### src/rtl/dmem_request_unit.sv
// MEM-stage data-memory request sequencer: holds a load/store toward the cache until dhit.
// Build option: define DMEM_LLSC_EN to add load-linked / store-conditional support.
module dmem_request_unit #(
    parameter int WORD_W   = 32,
    parameter int MAX_WAIT = 255
) (
    input  logic              CLK,
    input  logic              RST,
    input  logic              exmem_valid,
    input  logic              exmem_dREN,
    input  logic              exmem_dWEN,
    input  logic [WORD_W-1:0] exmem_addr,
    input  logic [WORD_W-1:0] exmem_store,
`ifdef DMEM_LLSC_EN
    input  logic              exmem_ll,
    input  logic              exmem_sc,
`endif
    input  logic              dhit,
    input  logic [WORD_W-1:0] dload,
    output logic              dmemREN,
    output logic              dmemWEN,
    output logic [WORD_W-1:0] dmemaddr,
    output logic [WORD_W-1:0] dmemstore,
    output logic              mem_stall,
    output logic [WORD_W-1:0] load_data,
    output logic              load_valid,
    output logic              timeout_err,
    output logic [1:0]        fsm_state
);

    localparam int CNT_W = (MAX_WAIT < 1) ? 1 : $clog2(MAX_WAIT + 1);
    localparam logic [CNT_W-1:0] MAX_CNT = CNT_W'(MAX_WAIT);
    localparam logic [CNT_W-1:0] MAX_M1  = CNT_W'(MAX_WAIT - 1);

    typedef enum logic [1:0] {
        IDLE = 2'd0,
        BUSY = 2'd1,
        DONE = 2'd2
    } state_t;

    state_t           state;
    logic [CNT_W-1:0] wait_cnt;
    logic             want_rd;
    logic             want_wr;
    logic             sc_fail;
    logic             new_req;

`ifdef DMEM_LLSC_EN
    logic              link_valid;
    logic [WORD_W-3:0] link_addr;
    logic              is_ll;
    logic              is_sc;
    logic              link_hit;

    assign want_rd  = exmem_dREN | exmem_ll;
    assign want_wr  = exmem_dWEN | exmem_sc;
    assign link_hit = link_valid && (exmem_addr[WORD_W-1:2] == link_addr);
    assign sc_fail  = exmem_sc & ~link_hit;
`else
    assign want_rd  = exmem_dREN;
    assign want_wr  = exmem_dWEN;
    assign sc_fail  = 1'b0;
`endif

    // Handshake: a request is held on dmemREN/dmemWEN from issue until the cycle dhit is
    // seen in BUSY; dhit in any other state is ignored. mem_stall covers issue and wait.
    assign new_req   = exmem_valid & (want_rd | want_wr);
    assign mem_stall = ((state == IDLE) && new_req) || (state == BUSY);
    assign fsm_state = state;

    always_ff @(posedge CLK or posedge RST) begin
        if (RST) begin
            state       <= IDLE;
            dmemREN     <= 1'b0;
            dmemWEN     <= 1'b0;
            dmemaddr    <= '0;
            dmemstore   <= '0;
            load_data   <= '0;
            load_valid  <= 1'b0;
            timeout_err <= 1'b0;
            wait_cnt    <= '0;
`ifdef DMEM_LLSC_EN
            link_valid  <= 1'b0;
            link_addr   <= '0;
            is_ll       <= 1'b0;
            is_sc       <= 1'b0;
`endif
        end else begin
            load_valid <= 1'b0;
            case (state)
                IDLE: begin
                    if (new_req) begin
                        if (sc_fail) begin
                            load_data  <= '0;
                            load_valid <= 1'b1;
                            state      <= DONE;
                        end else begin
                            dmemaddr  <= exmem_addr;
                            dmemstore <= exmem_store;
                            dmemWEN   <= want_wr;
                            dmemREN   <= want_rd & ~want_wr;
                            state     <= BUSY;
`ifdef DMEM_LLSC_EN
                            is_ll     <= exmem_ll & ~want_wr;
                            is_sc     <= exmem_sc;
`endif
                        end
                    end
                end
                BUSY: begin
                    if (dhit) begin
                        dmemREN  <= 1'b0;
                        dmemWEN  <= 1'b0;
                        wait_cnt <= '0;
                        state    <= DONE;
                        if (dmemREN) begin
                            load_data  <= dload;
                            load_valid <= 1'b1;
                        end
`ifdef DMEM_LLSC_EN
                        if (is_ll) begin
                            link_valid <= 1'b1;
                            link_addr  <= dmemaddr[WORD_W-1:2];
                        end
                        if (dmemWEN && link_valid && (dmemaddr[WORD_W-1:2] == link_addr))
                            link_valid <= 1'b0;
                        if (is_sc) begin
                            load_data  <= WORD_W'(1);
                            load_valid <= 1'b1;
                        end
`endif
                    end else begin
                        // Watchdog only flags; the request keeps waiting for dhit.
                        if (wait_cnt != MAX_CNT)
                            wait_cnt <= wait_cnt + 1'b1;
                        if (wait_cnt >= MAX_M1)
                            timeout_err <= 1'b1;
                    end
                end
                default: state <= IDLE;
            endcase
        end
    end

endmodule

### config.mk
export PLATFORM = sky130hd
export DESIGN_NAME = dmem_request_unit
export DESIGN_NICKNAME = d
export VERILOG_FILES = /design/src/rtl/dmem_request_unit.sv
export SDC_FILE = /design/constraint.sdc
export NUM_CORES = 1
export LEC_CHECK = 0
export BUFFER_PORTS_ARGS = -buffer_cell sky130_fd_sc_hd__buf_2
export CORE_MARGIN = 2
export CORE_UTILIZATION = 31
export DETAILED_ROUTE_END_ITERATION = 8
export GPL_TIMING_DRIVEN = 0
export PLACE_DENSITY = 0.66
export SYNTH_ARGS = -nofsm -noshare
export SYNTH_HDL_FRONTEND = slang
export SYNTH_SLANG_ARGS = --single-unit
### constraint.sdc
create_clock -name CLK -period 5.05 [get_ports CLK]
set_input_delay 1.01 -clock CLK [delete_from_list [all_inputs] [get_ports CLK]]
set_output_delay 1.01 -clock CLK [all_outputs]
set_load 0.01 [all_outputs]
==> summary.txt, run 1 <==
Outcome
  • Outcome: finished clean

Power
  • Worst VDD drop: ~0.34 mV
  • PwrDens: around 520 nW/um^2
  • Clock share of power: 0.207
  • Switch share: 0.3130
  • Switching pwr: 985.6 uW
  • P_int: 2164 uW
  • Leak: around 0.0031 uW
  • Seq pwr share: 0.446
  • Combinational share of power: 0.347

Finish
  • Most common cell after layout, fill and taps aside: buf_2
  • Nets: roughly 600
  • Share of post-route cells with drive strength above 1: 0.6687
  • Post-Route Utilization: 0.4308
  • N_diodes: 0
  • Area Growth Syn to Fin: 34.41%
  • Commonest cells after routing, fill and taps aside: 205 x buf_2, 110 x dfrtp_1, 53 x mux2_2
  • # fillers: approximately 1,300
  • Cell Count, Final, Fillers Out: 678
  • Final Instance Area: around 6000 sq um

Global route
  • Initial antenna violation count: 0
  • Global-route wire length before repair: 16,930 um
  • Congestion Overflow GR: 0
  • Total GRT Usage: 0.1350
  • Vias in the first global route: about 3,300
  • Largest net degree at the start of global routing: 59

Clocking
  • Hold_buf cts: 0
  • CTS Root Cell: clkbuf_16
  • H-tree depth: 3
  • Post_cts resized: 0
  • Max Buffers Root-to-Sink: 2
  • CTS buffer count: 9
  • CTS tree: built
  • Post-CTS setup buffer count: 0
  • Clock Latency Late Sink: about 0.35 ns
  • Clk slew on worst S/H paths: roughly 0.07 ns
  • Num Clock Sinks: 110

STA
  • Setup Viol. Count Final: 0
  • Fin worst setup slack: roughly 2.4 ns
  • Setup tns final: 0 ns
  • RSZ-0062 raised after global routing: no
  • Worst Max-Slew Pin Slew: ~0.67 ns
  • Max Transition Viols Final: 0
  • Post-layout min period: approximately 2.6 ns
  • F_max: between 300 and 400 MHz
  • Hold Fails Final Rpt: 0
  • Slew Limit Headroom: 0.5529
  • Skew final: approximately 0.0059 ns
  • Final Cycle Share: 0.5173

Placed design
  • I/O Buffers: 203
  • DP Area: about 5800 sq um
  • Hpwl dp: 7570 um
  • Routability congestion estimate: 0.7933
  • Cells after DPL: 663
  • Dpl ws: roughly 2.4 ns

Routing
  • 1st-iter DRT viols: 76
  • Post-Route WL: ~10,000 um
  • Vias per cell: roughly 4.6
  • WL met1: about 4100 um
  • DRC viols: 0
  • Top layer used by detailed routing: met4
  • Final ANT Viol Nets: 0
  • Routed wl met2: slightly below 5000 um
  • Vias: 3,099
  • Met3 wire len: around 900 um
  • Number of detailed-route iterations in the first pass: 4
  • WL per Instance: about 15 um

Die
  • Die Ht: around 120 um
  • Starting Density: 0.3205
  • Core box area: 13,990 sq um
  • # rows: 43
  • Die W: approximately 120 um
  • Io pins: a little over 200
  • Die area: between 15,000 and 20,000 sq um

Synthesis
  • Synthesized area: between 4000 and 5000 sq um
  • Post-Synthesis Cells: roughly 280
  • Netlist cell types: 35
  • Yosys reg bits: 110
  • Syn Nets: 383
  • Sequential area share after synthesis: 0.6140
  • Yosys warns: 0
  • Avg Cell Area, Syn: between 15 and 20 sq um

Critical path
  • Crit path launch type: input pin
  • Critical Path End Type: primary output
  • Cell mode on critical path: buf_2
  • Worst-path maximum fanout: 3
  • Max stage delay on crit path: 0.20 ns
  • CP top delay family: compound AO/OA/AOI/OAI gates
  • Cell chain of the critical path: buf_2, o21ai_1, a21oi_1, buf_2
  • Critical Path Slowest Stage Cell: o21ai_1
  • Crit path DAT: roughly 1.6 ns
  • WS Path Type: input pin to primary output
  • Worst path required time: about 4.0 ns
  • CP Buf/Inv Count: 2

Min path
  • Worst Hold Class: flip-flop to flip-flop

Flow run
  • Max Cap Viol: 0
## through the flow
step,hold slack [ns],total power (uW)
final,0.4866,3149
after global routing,0.5055,3371
after CTS,0.4956,3212
after detailed placement,0.4673,2532
after global placement,0.4655,2492
after floorplan,0.5022,2050
## cells in the mapped netlist
cell	instances	area, sq um
clkbuf_2	1	5.000
or3_4	1	11.26
nand2_1	7	26.28
buf_4	1	7.510
nor2b_1	1	6.260
a22o_1	1	8.760
buf_2	2	10.01
nand2_4	1	11.26
nand4_1	2	12.51
o31ai_1	2	15.01
o22a_1	1	8.760
o21a_1	2	15.01
o21bai_1	1	7.510
nor2_1	7	26.28
and2_4	1	8.760
inv_1	5	18.77
nor3b_1	1	7.510
clkbuf_1	1	3.750
nor3_1	1	5.000
o21ai_0	5	25.02
buf_6	8	90.09
mux2i_1	1	10.01
o2111ai_1	1	8.760
a31o_2	1	8.760
o21ai_1	1	5.000
nand3_1	2	10.01
and4_1	2	17.52
mux2_2	53	596.8
mux2_4	44	660.6
a31oi_1	1	6.260
nand2b_1	2	12.51
a21oi_1	6	30.03
a41oi_1	1	8.760
dfrtp_1	110	2753
ha_1	2	25.02
## worst paths after layout
check / from / to / slack [ns] / cells past startpoint
worst max-delay path: exmem_dWEN / mem_stall / 2.44 / 4
worst min register to register: timeout_err / timeout_err / 0.49 / 1
min in group asynchronous: RST / dmemstore[27] / 0.76 / 2
worst max register to register: wait_cnt[1] / wait_cnt[5] / 3.34 / 5
max in group asynchronous: RST / wait_cnt[6] / 3.56 / 3
worst min-delay path: timeout_err / timeout_err / 0.49 / 1
## metal layers
| metal | global-route usage | vias up |
|---|---|---|
| met4 | 0.04362 | 0 |
| met3 | 0.05241 | 16 |
| li1 | - | 1411 |
| met1 | 0.1617 | 1511 |
| met2 | 0.2237 | 161 |
| met5 | 0 | - |
## power by group through the flow
stage,clock network (uW),logic (uW),registers [uW]
after floorplan,0,487,1560
after global placement,0,1100,1400
after detailed placement,0,1110,1420
after CTS,688,1120,1410
after global routing,729,1190,1460
final,653,1090,1400
## cell families after synthesis
group                    Yosys count  share of synthesized area
flip-flops                       110                     0.6140
buffers and inverters             18                    0.03014
adder cells (fa/ha/maj)            2                   0.005581
AO/OA/AOI/OAI                     23                    0.03293
AND/OR/NAND/NOR                   28                    0.03461
multiplexers                      98                     0.2827
## final cells by class
class / count / area, sq um / share of cell area
Multi-Input combinational cell: 151 / 1595 / 0.2647
Clock buffer: 9 / 225.2 / 0.03738
Clock inverter: 6 / 46.29 / 0.007683
Sequential cell: 110 / 2753 / 0.4568
Inverter: 5 / 21.27 / 0.003530
Tap cell: 180 / 225.2 / 0.03738
Buffer: 13 / 116.4 / 0.01931
Timing Repair Buffer: 204 / 1044 / 0.1732
## flip-flops by register name (all words and copies together), names as in the netlist
name         count
dmemREN          1
dmemWEN          1
dmemaddr        32
timeout_err      1
load_valid       1
wait_cnt         8
fsm_state        2
load_data       32
dmemstore       32
Note: power is estimated with default switching activity, not from simulation.
==> inputs of run 2 (changes only) <==
ABC_AREA = 1   (was unset)
clock period = 2.7 ns   (was 5.05 ns; I/O delays follow)
==> summary.txt, run 2 <==
Finish
  • Largest registers: dmemaddr (32), dmemstore (32), load_data (32)
  • Area Growth Syn to Fin: 36.08%
  • Post-Route Utilization: 0.4318
  • Share of post-route cells with drive strength above 1: 0.3425
  • N_diodes: 0
  • Cell Count, Final, Fillers Out: about 900
  • Nets: around 830
  • Commonest cells after routing, fill and taps aside: 318 x nand2_1, 211 x buf_2, 110 x dfrtp_1
  • Most common cell after layout, fill and taps aside: nand2_1
  • # fillers: 1,407

Power
  • Worst VDD drop: 0.3559 mV
  • Total power: about 5600 uW
  • Leak: 0.003511 uW
  • PwrDens: slightly above 900 nW/um^2

STA
  • Setup tns final: 0 ns
  • Final Cycle Share: 0.8348
  • Hold Fails Final Rpt: 0
  • F_max: 443.7 MHz
  • Max Transition Viols Final: 0
  • Skew final: ~0.0095 ns
  • Worst Max-Slew Pin Slew: 0.8182 ns
  • Setup Viol. Count Final: 0
  • RSZ-0062 raised after global routing: no
  • Slew Limit Headroom: 0.4534
  • Post-layout min period: around 2.3 ns

Critical path
  • WP depth: 6
  • Max stage delay on crit path: roughly 0.43 ns
  • Crit Reg-Reg Startpoint: fsm_state[1]
  • Worst path required time: ~2.2 ns
  • Crit path DAT: between 1.5 and 2 ns
  • R2r endpoint: dmemstore[0]
  • Critical path origin: fsm_state[1]
  • CP Buf/Inv Count: 3
  • CP endpoint: mem_stall
  • R2r setup slk: 1.28 ns
  • R2r worst-path depth: 7
  • WS Path Type: flip-flop to primary output
  • Worst-path maximum fanout: 10
  • Critical Path Slowest Stage Cell: dfrtp_1
  • Crit path launch type: flip-flop
  • Critical Path End Type: primary output
  • Cell chain of the critical path: nor2_1, nand3_2, buf_4, buf_2, nand2_1, buf_2
  • Cell mode on critical path: buf_2
  • CP top delay family: buffers and inverters

Clocking
  • Post-CTS setup buffer count: 0
  • Post_cts resized: 0
  • CTS tree: built
  • Max Buffers Root-to-Sink: 2
  • Num Clock Sinks: between 100 and 150
  • H-tree depth: 3
  • CTS Root Cell: clkbuf_16
  • Clk slew on worst S/H paths: 0.07 ns
  • CTS buffer count: 9
  • Hold_buf cts: 0
  • Clock Latency Late Sink: roughly 0.34 ns

Placed design
  • Hpwl dp: ~8400 um
  • Cells after DPL: a little under 900
  • I/O Buffers: around 200
  • Routability congestion estimate: about 0.79

Synthesis
  • Synth Flop Type: dfrtp_1
  • Yosys reg bits: 110
  • Synth top area share: 0.6250
  • Avg Cell Area, Syn: 8.670 sq um
  • Ys async rst share: 1.000
  • Yosys warns: 0
  • Post-synth top cells: 318 x nand2_1, 110 x dfrtp_1, 14 x inv_1
  • Post-Synthesis Cells: 508
  • Post-synth top area cell: dfrtp_1
  • Synthesized area: 4404 sq um
  • Netlist cell types: 25
  • Top post-synthesis cells by area: dfrtp_1 63%, nand2_1 27%, buf_4 1.2%, inv_1 1.2%, nand3_1 1.0%
  • Top-count cell post-synth: nand2_1
  • Number of flops mapped to enable cells by yosys: 0
  • Sequential area share after synthesis: 0.6250
  • Syn Nets: 612

Die
  • Starting Density: 0.3173
  • Io pins: just over 200
  • Die area: 15,180 sq um
  • Core box area: 13,880 sq um
  • Die Ht: roughly 120 um
  • # rows: 43
  • Die W: 123.2 um

Routing
  • 1st-iter DRT viols: between 100 and 150
  • DRC viols: 0
  • Final ANT Viol Nets: 0
  • Post-Route WL: between 10,000 and 15,000 um
  • Vias: between 3,000 and 4,000
  • Number of detailed-route iterations in the first pass: 5
  • WL per Instance: ~12 um
  • Vias per cell: ~4.2

Global route
  • Global-route wire length before repair: about 18,000 um
  • Largest net degree at the start of global routing: 41
  • Initial antenna violation count: 0
  • Total GRT Usage: 0.1496
  • Congestion Overflow GR: 0
  • Vias in the first global route: 3,640

Outcome
  • Outcome: finished clean

Flow run
  • Max Cap Viol: 0

Min path
  • Worst Hold Class: input pin to async pin
run 2: area by class of cell:
type / count / area [sq um] / share of cell area
inverter: 17 / 68.82 / 0.01148
sequential: 110 / 2753 / 0.4593
tap: 180 / 225.2 / 0.03758
multi-input combinational: 360 / 1443 / 0.2407
timing repair buffer: 206 / 1061 / 0.1770
clock buffer: 10 / 229.0 / 0.03820
buffer: 21 / 143.9 / 0.02401
clock inverter: 6 / 70.07 / 0.01169
run 2: worst min path at each step:
stage | startpoint | end | slack (ns) | cells after the start
finish | RST | load_data[7] | 0.35 | 2
global route | exmem_addr[28] | dmemaddr[28] | 0.38 | 3
CTS | RST | load_data[7] | 0.37 | 2
detailed placement | timeout_err | timeout_err | 0.45 | 2
global placement | timeout_err | timeout_err | 0.46 | 2
floorplan | wait_cnt[0] | wait_cnt[0] | 0.47 | 1
run 2: worst reg2reg max path: cells and delay by family, from the launching register on:
kind	cells	cell delay [ns]
buffers and inverters	3	0.47
DFF	1	0.43
and+or+nand+nor	4	0.46
run 2: per-layer routing:
metal | vias to the layer above | share of wire | routed length [um] | global-route usage
met5 | - | 0 | 0 | 0
met3 | 15 | 0.054 | 601 | 0.02952
li1 | 1967 | - | - | -
met2 | 112 | 0.48 | 5398 | 0.2445
met4 | 0 | 0.022 | 246 | 0.06392
met1 | 1738 | 0.44 | 4979 | 0.1935
run 2: cells by family (layout without fill, tap and decap cells):
| family | Yosys count | after routing | share of synthesized area |
|---|---|---|---|
| DFF | 110 | 110 | 0.6250 |
| adders and majority gates | 2 | 2 | 0.005681 |
| and+or+nand+nor | 343 | 343 | 0.3014 |
| AOI/OAI and AO/OA | 14 | 14 | 0.01847 |
| buffers and inverters | 38 | 260 | 0.04744 |
| xor gates and xnor gates | 1 | 1 | 0.001989 |
run 2: power breakdown:
group / switching (uW) / internal, uW / total, uW
clock network: 602 / 729 / 1330
logic: 1010 / 733 / 1740
registers: 303 / 2200 / 2510
run 2: metrics by stage:
stage	setup slack [ns]	instance area, sq um	hold WS [ns]
floorplan	0.8305	4408	0.4716
global placement	0.03199	5654	0.4552
detailed placement	0.5338	5694	0.4454
CTS	0.3609	5993	0.3670
global route	0.3106	5993	0.3792
finish	0.4460	5993	0.3518
